## src/rtl/perf_monitor_if.sv

```systemverilog
// perf_monitor_if: request/valid read-back bundle for perf_monitor.
// The master issues rd_req/rd_sel; the slave returns a held snapshot.
interface perf_monitor_if #(
    parameter int WIDTH = 16
);
    logic             rd_req;
    logic [1:0]       rd_sel;
    logic [WIDTH-1:0] rd_data;
    logic             rd_valid;

    modport master (
        output rd_req,
        output rd_sel,
        input  rd_data,
        input  rd_valid
    );

    modport slave (
        input  rd_req,
        input  rd_sel,
        output rd_data,
        output rd_valid
    );
endinterface

```

## src/rtl/perf_monitor.sv

```systemverilog
// perf_monitor: event counters and halt detector fed by the control FSM strobes.
// Define PERF_SATURATE_EN to make the counters saturate instead of wrapping.
module perf_monitor #(
    parameter int WIDTH       = 16,
    parameter int HALT_WINDOW = 4
) (
    input  logic          clock,
    input  logic          reset,
    input  logic          IncCount,
    input  logic          IRload,
    input  logic          PCwrite,
    input  logic          MemRead,
    input  logic          MemWrite,
    input  logic          clear,
    perf_monitor_if.slave rd,
    output logic          halted,
    output logic [3:0]    ovf
);
    localparam int GW = (HALT_WINDOW > 1) ? $clog2(HALT_WINDOW) : 1;
    localparam logic [GW-1:0] GAP_LAST = GW'(HALT_WINDOW - 1);
    localparam logic [WIDTH-1:0] ONES = '1;

    typedef enum logic [1:0] {IDLE, RUN, HALT} run_e;
    typedef enum logic {R_IDLE, R_HOLD} rd_e;

    run_e             state;
    run_e             state_nxt;
    rd_e              rstate;
    rd_e              rstate_nxt;
    logic [GW-1:0]    gap;
    logic [3:0]       inc;
    logic [WIDTH-1:0] cnt [4];
    logic [WIDTH-1:0] data_q;

    // Run FSM: state register
    always_ff @(posedge clock) begin
        if (!reset) state <= IDLE;
        else        state <= state_nxt;
    end

    // Run FSM: next state
    always_comb begin
        state_nxt = state;
        if (clear) begin
            state_nxt = IDLE;
        end else begin
            unique case (state)
                IDLE: if (IncCount) state_nxt = RUN;
                RUN:  if (!IncCount && gap == GAP_LAST) state_nxt = HALT;
                HALT: if (IncCount) state_nxt = RUN;
                default: state_nxt = IDLE;
            endcase
        end
    end

    // Run FSM: outputs; in HALT only the waking IncCount is counted
    always_comb begin
        halted = (state == HALT);
        inc[0] = IncCount;
        inc[1] = IRload;
        inc[2] = (MemRead | MemWrite) & ~IRload;
        inc[3] = PCwrite & ~IRload;
        if (state == HALT) inc[3:1] = 3'b000;
    end

    always_ff @(posedge clock) begin
        if (!reset || clear)
            gap <= '0;
        else if (state == RUN && !IncCount && gap != GAP_LAST)
            gap <= gap + 1'b1;
        else
            gap <= '0;
    end

    always_ff @(posedge clock) begin
        if (!reset || clear) begin
            for (int i = 0; i < 4; i++) cnt[i] <= '0;
            ovf <= 4'b0000;
        end else begin
            for (int i = 0; i < 4; i++) begin
                if (inc[i]) begin
                    if (cnt[i] == ONES) ovf[i] <= 1'b1;
`ifdef PERF_SATURATE_EN
                    if (cnt[i] != ONES) cnt[i] <= cnt[i] + 1'b1;
`else
                    cnt[i] <= cnt[i] + 1'b1;
`endif
                end
            end
        end
    end

    // Read FSM: state register
    always_ff @(posedge clock) begin
        if (!reset) rstate <= R_IDLE;
        else        rstate <= rstate_nxt;
    end

    // Read FSM: next state
    always_comb begin
        rstate_nxt = rstate;
        unique case (rstate)
            R_IDLE: if (rd.rd_req)  rstate_nxt = R_HOLD;
            R_HOLD: if (!rd.rd_req) rstate_nxt = R_IDLE;
        endcase
    end

    // Read FSM: outputs
    always_comb begin
        rd.rd_valid = (rstate == R_HOLD);
        rd.rd_data  = data_q;
    end

    // Snapshot takes the pre-edge count, so a same-edge clear is not seen
    always_ff @(posedge clock) begin
        if (!reset)
            data_q <= '0;
        else if (rstate == R_IDLE && rd.rd_req)
            data_q <= cnt[rd.rd_sel];
    end
endmodule

```

## src/flat_wrapper.sv

```systemverilog
// flat-port wrapper written by rule: the top's interface ports become plain ports
module perf_monitor_flat 
#(
    parameter int WIDTH       = 16,
    parameter int HALT_WINDOW = 4
)
  (clock, reset, IncCount, IRload, PCwrite, MemRead, MemWrite, clear, halted, ovf, rd_rd_req, rd_rd_sel, rd_rd_data, rd_rd_valid);
  perf_monitor_if #(.WIDTH(WIDTH)) rd_i ();
  input  logic clock;
  input  logic reset;
  input  logic IncCount;
  input  logic IRload;
  input  logic PCwrite;
  input  logic MemRead;
  input  logic MemWrite;
  input  logic clear;
  output logic halted;
  output logic [3:0] ovf;
  input wire logic [$bits(rd_i.rd_req)-1:0] rd_rd_req;
  input wire logic [$bits(rd_i.rd_sel)-1:0] rd_rd_sel;
  output wire logic [$bits(rd_i.rd_data)-1:0] rd_rd_data;
  output wire logic [$bits(rd_i.rd_valid)-1:0] rd_rd_valid;
  assign rd_i.rd_req = rd_rd_req;
  assign rd_i.rd_sel = rd_rd_sel;
  assign rd_rd_data = rd_i.rd_data;
  assign rd_rd_valid = rd_i.rd_valid;
  perf_monitor #(.WIDTH(WIDTH), .HALT_WINDOW(HALT_WINDOW)) u_core (.clock(clock), .reset(reset), .IncCount(IncCount), .IRload(IRload), .PCwrite(PCwrite), .MemRead(MemRead), .MemWrite(MemWrite), .clear(clear), .rd(rd_i), .halted(halted), .ovf(ovf));
endmodule
```

## config.mk

```make
export PLATFORM = sky130hd
export DESIGN_NAME = perf_monitor_flat
export DESIGN_NICKNAME = d
export VERILOG_FILES = /design/src/rtl/perf_monitor_if.sv /design/src/rtl/perf_monitor.sv /design/src/flat_wrapper.sv
export SDC_FILE = /design/constraint.sdc
export NUM_CORES = 1
export LEC_CHECK = 0
export BUFFER_PORTS_ARGS = -buffer_cell sky130_fd_sc_hd__buf_2
export CORE_ASPECT_RATIO = 1.4
export CORE_UTILIZATION = 55
export DETAILED_ROUTE_END_ITERATION = 10
export GPL_TIMING_DRIVEN = 1
export PLACE_DENSITY = 0.82
export SLEW_MARGIN = 20
export SYNTH_ARGS = -nofsm -noshare
export SYNTH_HDL_FRONTEND = slang
export SYNTH_SLANG_ARGS = --single-unit
```

## constraint.sdc

```tcl
create_clock -name clock -period 4.5 [get_ports clock]
set_input_delay 0.225 -clock clock [delete_from_list [all_inputs] [get_ports clock]]
set_output_delay 0.225 -clock clock [all_outputs]
set_load 0.1 [all_outputs]
```

; ---- Word level (Yosys, flattened, before mapping)
; Memories as Yosys holds them, arrays and structs flattened. A register that Yosys moved wholly into a read port is not among the register bits.
; Cells that the tools add are included.
[op_classes]
add_sub_neg = 5
eq_ne = 10
n_mux = 23
bitwise = 11
reduce_logical = 17
[ops]
columns = cell, n
row1 = "16-bit by 1-bit adder with 16-bit output, second input constant", 4
row2 = "16-bit equality test, second input constant", 4
row3 = 16-bit 2-to-1 mux, 4
row4 = 1-bit 2-to-1 mux, 15
row5 = 2-bit AND reduction, 5
row6 = 2-bit OR reduction, 3
row7 = 1-bit OR, 5
row8 = "2-bit equality test, second input constant", 2
row9 = 1-bit logical AND, 4
row10 = 2-bit 2-to-1 mux, 2
row11 = "2-bit by 1-bit inequality test with 1-bit output, second input constant", 2
row12 = 1-bit NOT, 4
row13 = 2-bit one-hot mux with 2 select lines, 1
row14 = 1-bit logical NOT, 3
row15 = 3-bit 2-to-1 mux, 1
row16 = "2-bit by 1-bit adder with 2-bit output, second input constant", 1
row17 = 1-bit AND, 2
row18 = "2-bit by 1-bit equality test with 1-bit output, second input constant", 1
row19 = 2-bit logical NOT, 1
row20 = "2-bit inequality test, second input constant", 1
row21 = 1-bit logical OR, 1
[totals]
ff_bits = 9
mem_bits_rw = 64
inputBits = 11
output_inout_bits = 22
word_cells = 74
n_memories = 1
[memory_table]
columns = memory, words, word_bits, read_ports, rd_ports_with_merged_regs, write_ports, line
row1 = u_core.cnt, 4, 16, 5, 1, 4, perf_monitor.sv:32  ; logic [WIDTH-1:0] cnt [4];

; ---- Longest topological paths before layout
[logic_depth]
depth_word = 7
mapped_depth = 6
depth_no_buf = 5

; ---- Worst setup path before layout
; No wires, ideal clock.
[synth_timing]
kind = register to register
startpoint = register u_core.state[0]
endpoint = memory u_core.cnt[2][0] (enable)
setup_time_ns = 0.375
arrival_time_ns = 1.780
required_time_ns = 4.125
path_slack_ns = 2.345
path_stages_with_launch = 5
path_buffers = 0
synth_period_minus_slack_ns = 2.155
cell_sequence = dfxtp_1 > nand2b_1 > inv_1 > nor3_1 > nand2b_1
[synth_lines]
columns = element, line
row1 = start: declaration, perf_monitor.sv:26  ; run_e state;
row2 = start signal: assignment, perf_monitor.sv:38  ; else state <= state_nxt;
row3 = end: declaration, perf_monitor.sv:32

==> metrics.txt <==
# TYPE chip_impl_metric gauge
chip_impl_info{name="run_status",value="complete, no violations"} 1
chip_impl_metric{name="area.growth.synth_to_final",unit="%"} 10.6
chip_impl_metric{name="cts.path.max_buffers",unit=""} 2
chip_impl_metric{name="timing.fmax",unit="MHz"} 485
chip_impl_info{name="worstSetupPathType",value="flop to flop"} 1
chip_impl_metric{name="timing.final.setup_violations",unit=""} 0
chip_impl_metric{name="grt_antenna_before_repair",unit=""} 0
chip_impl_metric{name="maxCapViolations",unit=""} 0
chip_impl_metric{name="grt.total_usage",unit="%"} 25.9
chip_impl_metric{name="first_global_vias",unit=""} 3288
chip_impl_metric{name="clk_transition_reported_paths",unit="ns"} 0.06
chip_impl_metric{name="die_footprint",unit="um^2"} 8680
chip_impl_metric{name="clock_skew",unit="ns"} 0.00878
chip_impl_metric{name="sequential_cell_area_fraction_in_the_yosys_report",unit="%"} 53.0
chip_impl_metric{name="cp.arrival",unit="ns"} 2.03
chip_impl_metric{name="initial_core_util",unit="%"} 56.4
chip_impl_metric{name="cts.hold.buffers_added",unit=""} 0
chip_impl_info{name="synth_area_leader_cell",value="sky130_fd_sc_hd__edfxtp_1"} 1
chip_impl_info{name="timing.hold.worst.start",value="reset"} 1
chip_impl_metric{name="drt_pass1_iterations",unit=""} 7
chip_impl_metric{name="boundary_pins",unit=""} 33
chip_impl_metric{name="antenna_cells_inserted",unit=""} 0
chip_impl_info{name="crit_path_start_kind",value="flop"} 1
chip_impl_metric{name="detailed_place_hpwl",unit="um"} 7640
chip_impl_metric{name="yosys_warnings",unit=""} 0
chip_impl_metric{name="slew_viol_final",unit=""} 0
chip_impl_info{name="post-synth-top-count-cell",value="sky130_fd_sc_hd__nor2_1"} 1
chip_impl_info{name="min_path_type",value="input pin to flop"} 1
chip_impl_metric{name="post-cts-setup-buffers",unit=""} 0
chip_impl_metric{name="synth.net_count",unit=""} 426
chip_impl_metric{name="die_x",unit="um"} 79.0
chip_impl_metric{name="area_of_the_core",unit="um^2"} 8100
chip_impl_metric{name="hold_path_depth",unit=""} 2
chip_impl_info{name="cp-end-kind",value="flop"} 1
chip_impl_info{name="min_delay_worst_endpoint",value="u_core.rd.rd_valid"} 1
chip_impl_metric{name="grt_overflow_total",unit=""} 0
chip_impl_metric{name="placement_rows",unit=""} 39
chip_impl_metric{name="rr_worst_depth",unit=""} 4
chip_impl_metric{name="drc",unit=""} 0
chip_impl_metric{name="dieHeight",unit="um"} 110
chip_impl_metric{name="synth_seq_cells",unit=""} 89
chip_impl_metric{name="drive_above_1_share",unit="%"} 15.1
chip_impl_metric{name="slew_margin_rel",unit="%"} 44.7
chip_impl_metric{name="power.ir.vdd_worst",unit="uV"} 230
chip_impl_metric{name="post_cts_resized",unit=""} 0
chip_impl_metric{name="post_drt_wl_per_cell",unit="um"} 18.9
chip_impl_metric{name="yosys.cell_types.count",unit=""} 38
chip_impl_info{name="worst_r2r_startpoint",value="u_core.state[0]"} 1
chip_impl_metric{name="min_period_over_period",unit="%"} 45.8
chip_impl_metric{name="finalWirelength",unit="um"} 10300
chip_impl_metric{name="cp.required",unit="ns"} 4.47
chip_impl_info{name="cts_root_buf",value="sky130_fd_sc_hd__clkbuf_16"} 1
chip_impl_metric{name="whs",unit="ns"} 0.143
chip_impl_metric{name="maximum_number_of_pins_on_one_net_before_global_route_repair",unit=""} 19
chip_impl_info{name="synthTopCellsByCount",value="72 x sky130_fd_sc_hd__nor2_1, 64 x sky130_fd_sc_hd__edfxtp_1, 44 x sky130_fd_sc_hd__xnor2_1"} 1
chip_impl_info{name="tritoncts",value="yes"} 1
chip_impl_info{name="rsz0062_at_grt",value="false"} 1
chip_impl_metric{name="drt_iter0_markers",unit=""} 241
chip_impl_metric{name="leakage",unit="nW"} 1.74
chip_impl_metric{name="clkSinkCount",unit=""} 89
chip_impl_metric{name="synth_edf_count",unit=""} 64
chip_impl_metric{name="route.antenna.remaining_nets",unit=""} 0
chip_impl_metric{name="finalCriticalPeriod",unit="ns"} 2.06
chip_impl_metric{name="cts_max_level",unit=""} 3
chip_impl_metric{name="netlist_instances",unit=""} 410
chip_impl_metric{name="setup_tns",unit="ns"} 0
chip_impl_info{name="r2r_end",value="u_core.cnt[2][1]"} 1
chip_impl_metric{name="dr_total_vias",unit=""} 3345
chip_impl_metric{name="route.detailed.vias_per_inst",unit=""} 6.13
chip_impl_metric{name="power_density",unit="nW/um^2"} 351
chip_impl_metric{name="syn_area",unit="um^2"} 4570
chip_impl_metric{name="place.gp.congestion",unit=""} 0.870
chip_impl_metric{name="placement.io_buffers",unit=""} 32
chip_impl_metric{name="path_max_fanout",unit=""} 16
chip_impl_metric{name="clk_latency",unit="ns"} 0.34
chip_impl_metric{name="post-synth-top-area-fraction",unit="%"} 42.1
chip_impl_metric{name="regToRegSetupSlack",unit="ns"} 2.44
chip_impl_metric{name="cts_made_buffers",unit=""} 9
chip_impl_metric{name="async_reset_ff_share",unit="%"} 0
chip_impl_metric{name="timing_hold_violations_final",unit=""} 0
chip_impl_info{name="post_synth_main_area_contributors",value="sky130_fd_sc_hd__edfxtp_1 42%, sky130_fd_sc_hd__dfxtp_1 11%, sky130_fd_sc_hd__xnor2_1 8.4%"} 1
chip_impl_metric{name="global_route_wire_length_before_repair",unit="um"} 16400
chip_impl_metric{name="worstMarginPinSlew",unit="ns"} 0.830
chip_impl_metric{name="postSynthAreaPerCell",unit="um^2"} 11.1
chip_impl_metric{name="final_nets",unit=""} 455
chip_impl_info{name="synth_ff_type",value="sky130_fd_sc_hd__edfxtp_1"} 1
report_power, final:
part / switching [mW] / internal [mW] / total [mW]
Clock: 0.295 / 0.368 / 0.664
Sequential: 0.0481 / 0.913 / 0.962
Combinational: 0.0970 / 0.0508 / 0.148
how the worst max path moves through the flow:
stage | startpoint | slack [ns] | end | cells after the start
final | u_core.state[0] | 2.44 | u_core.cnt[2][1] | 4
after detailed placement | reset | 2.08 | u_core.gap[0] | 5
after floorplan | u_core.state[0] | 2.35 | u_core.cnt[2][0] | 4
after CTS | u_core.state[0] | 2.43 | u_core.cnt[2][9] | 4
after global placement | reset | 2.20 | u_core.gap[1] | 5
after global routing | u_core.state[0] | 2.28 | u_core.cnt[2][11] | 4
metal layers:
metal	vias up	share of wire, %	track usage [%]
li1	1552	-	-
met1	1611	39	30.6
met2	148	50	42.4
met3	34	7.3	6.14
met4	0	4.3	16.4
met5	-	0	0
sequential cells by signal, summed over array words and instances, names as in the netlist:
signal,cells
u_core.cnt,64
u_core.gap,2
u_core.rd.rd_data,16
u_core.ovf,4
u_core.rd.rd_valid,1
u_core.state,2
cell families (layout without fill, tap and decap cells):
| logic type | count (synthesis) | in the layout | synth area share (%) |
|---|---|---|---|
| mux | 17 | 17 | 8.19 |
| buf+inv | 32 | 66 | 2.88 |
| fa+ha+maj | 5 | 5 | 1.37 |
| flops | 89 | 89 | 53.0 |
| compound gates | 36 | 36 | 5.73 |
| xor+xnor | 49 | 49 | 9.40 |
| simple gates | 182 | 182 | 19.4 |
stage by stage:
step / util [%] / std cells / power, mW / setup WS (ns) / instance area (um^2)
2_1_floorplan: - / 410 / 1.08 / 2.35 / 4570
3_3_place_gp: 59.1 / 530 / 1.12 / 2.20 / 4790
3_5_place_dp: 59.1 / 530 / 1.12 / 2.08 / 4790
4_1_cts: 62.3 / 546 / 1.78 / 2.43 / 5050
5_1_grt: 62.4 / 546 / 1.83 / 2.28 / 5050
6_report: 62.4 / 546 / 1.77 / 2.44 / 5050
cells in the final DEF (no fill, tap or decap), types with 3 or more instances in the layout:
master,instances
sky130_fd_sc_hd__a21oi_1,8
sky130_fd_sc_hd__a22o_1,17
sky130_fd_sc_hd__and3_1,3
sky130_fd_sc_hd__buf_2,32
sky130_fd_sc_hd__clkbuf_16,9
sky130_fd_sc_hd__clkinv_2,4
sky130_fd_sc_hd__dfxtp_1,25
sky130_fd_sc_hd__edfxtp_1,64
sky130_fd_sc_hd__ha_1,5
sky130_fd_sc_hd__inv_1,18
sky130_fd_sc_hd__mux4_2,15
sky130_fd_sc_hd__nand2_1,23
sky130_fd_sc_hd__nand2b_1,6
sky130_fd_sc_hd__nand3_1,21
sky130_fd_sc_hd__nand4_1,9
sky130_fd_sc_hd__nor2_1,72
sky130_fd_sc_hd__nor3_1,14
sky130_fd_sc_hd__nor4_1,16
sky130_fd_sc_hd__o21ai_0,5
sky130_fd_sc_hd__or3_1,6
sky130_fd_sc_hd__xnor2_1,44
sky130_fd_sc_hd__xor2_1,5
area by class of cell:
cell class	count	area [um^2]
Sequential cell	89	2420
Fill cell	662	3050
Multi-Input combinational cell	289	2020
Clock inverter	5	23.8
Tap cell	102	128
Timing Repair Buffer	32	160
Inverter	18	67.6
Clock buffer	11	233
worst max-delay path, cell delays in order, from the launching register on:
cell,delay (ns)
sky130_fd_sc_hd__dfxtp_1,0.37
sky130_fd_sc_hd__nand2b_1,0.24
sky130_fd_sc_hd__inv_1,0.12
sky130_fd_sc_hd__nor3_1,0.30
sky130_fd_sc_hd__nand2b_1,0.66
Note: power is estimated with default switching activity, not from simulation.
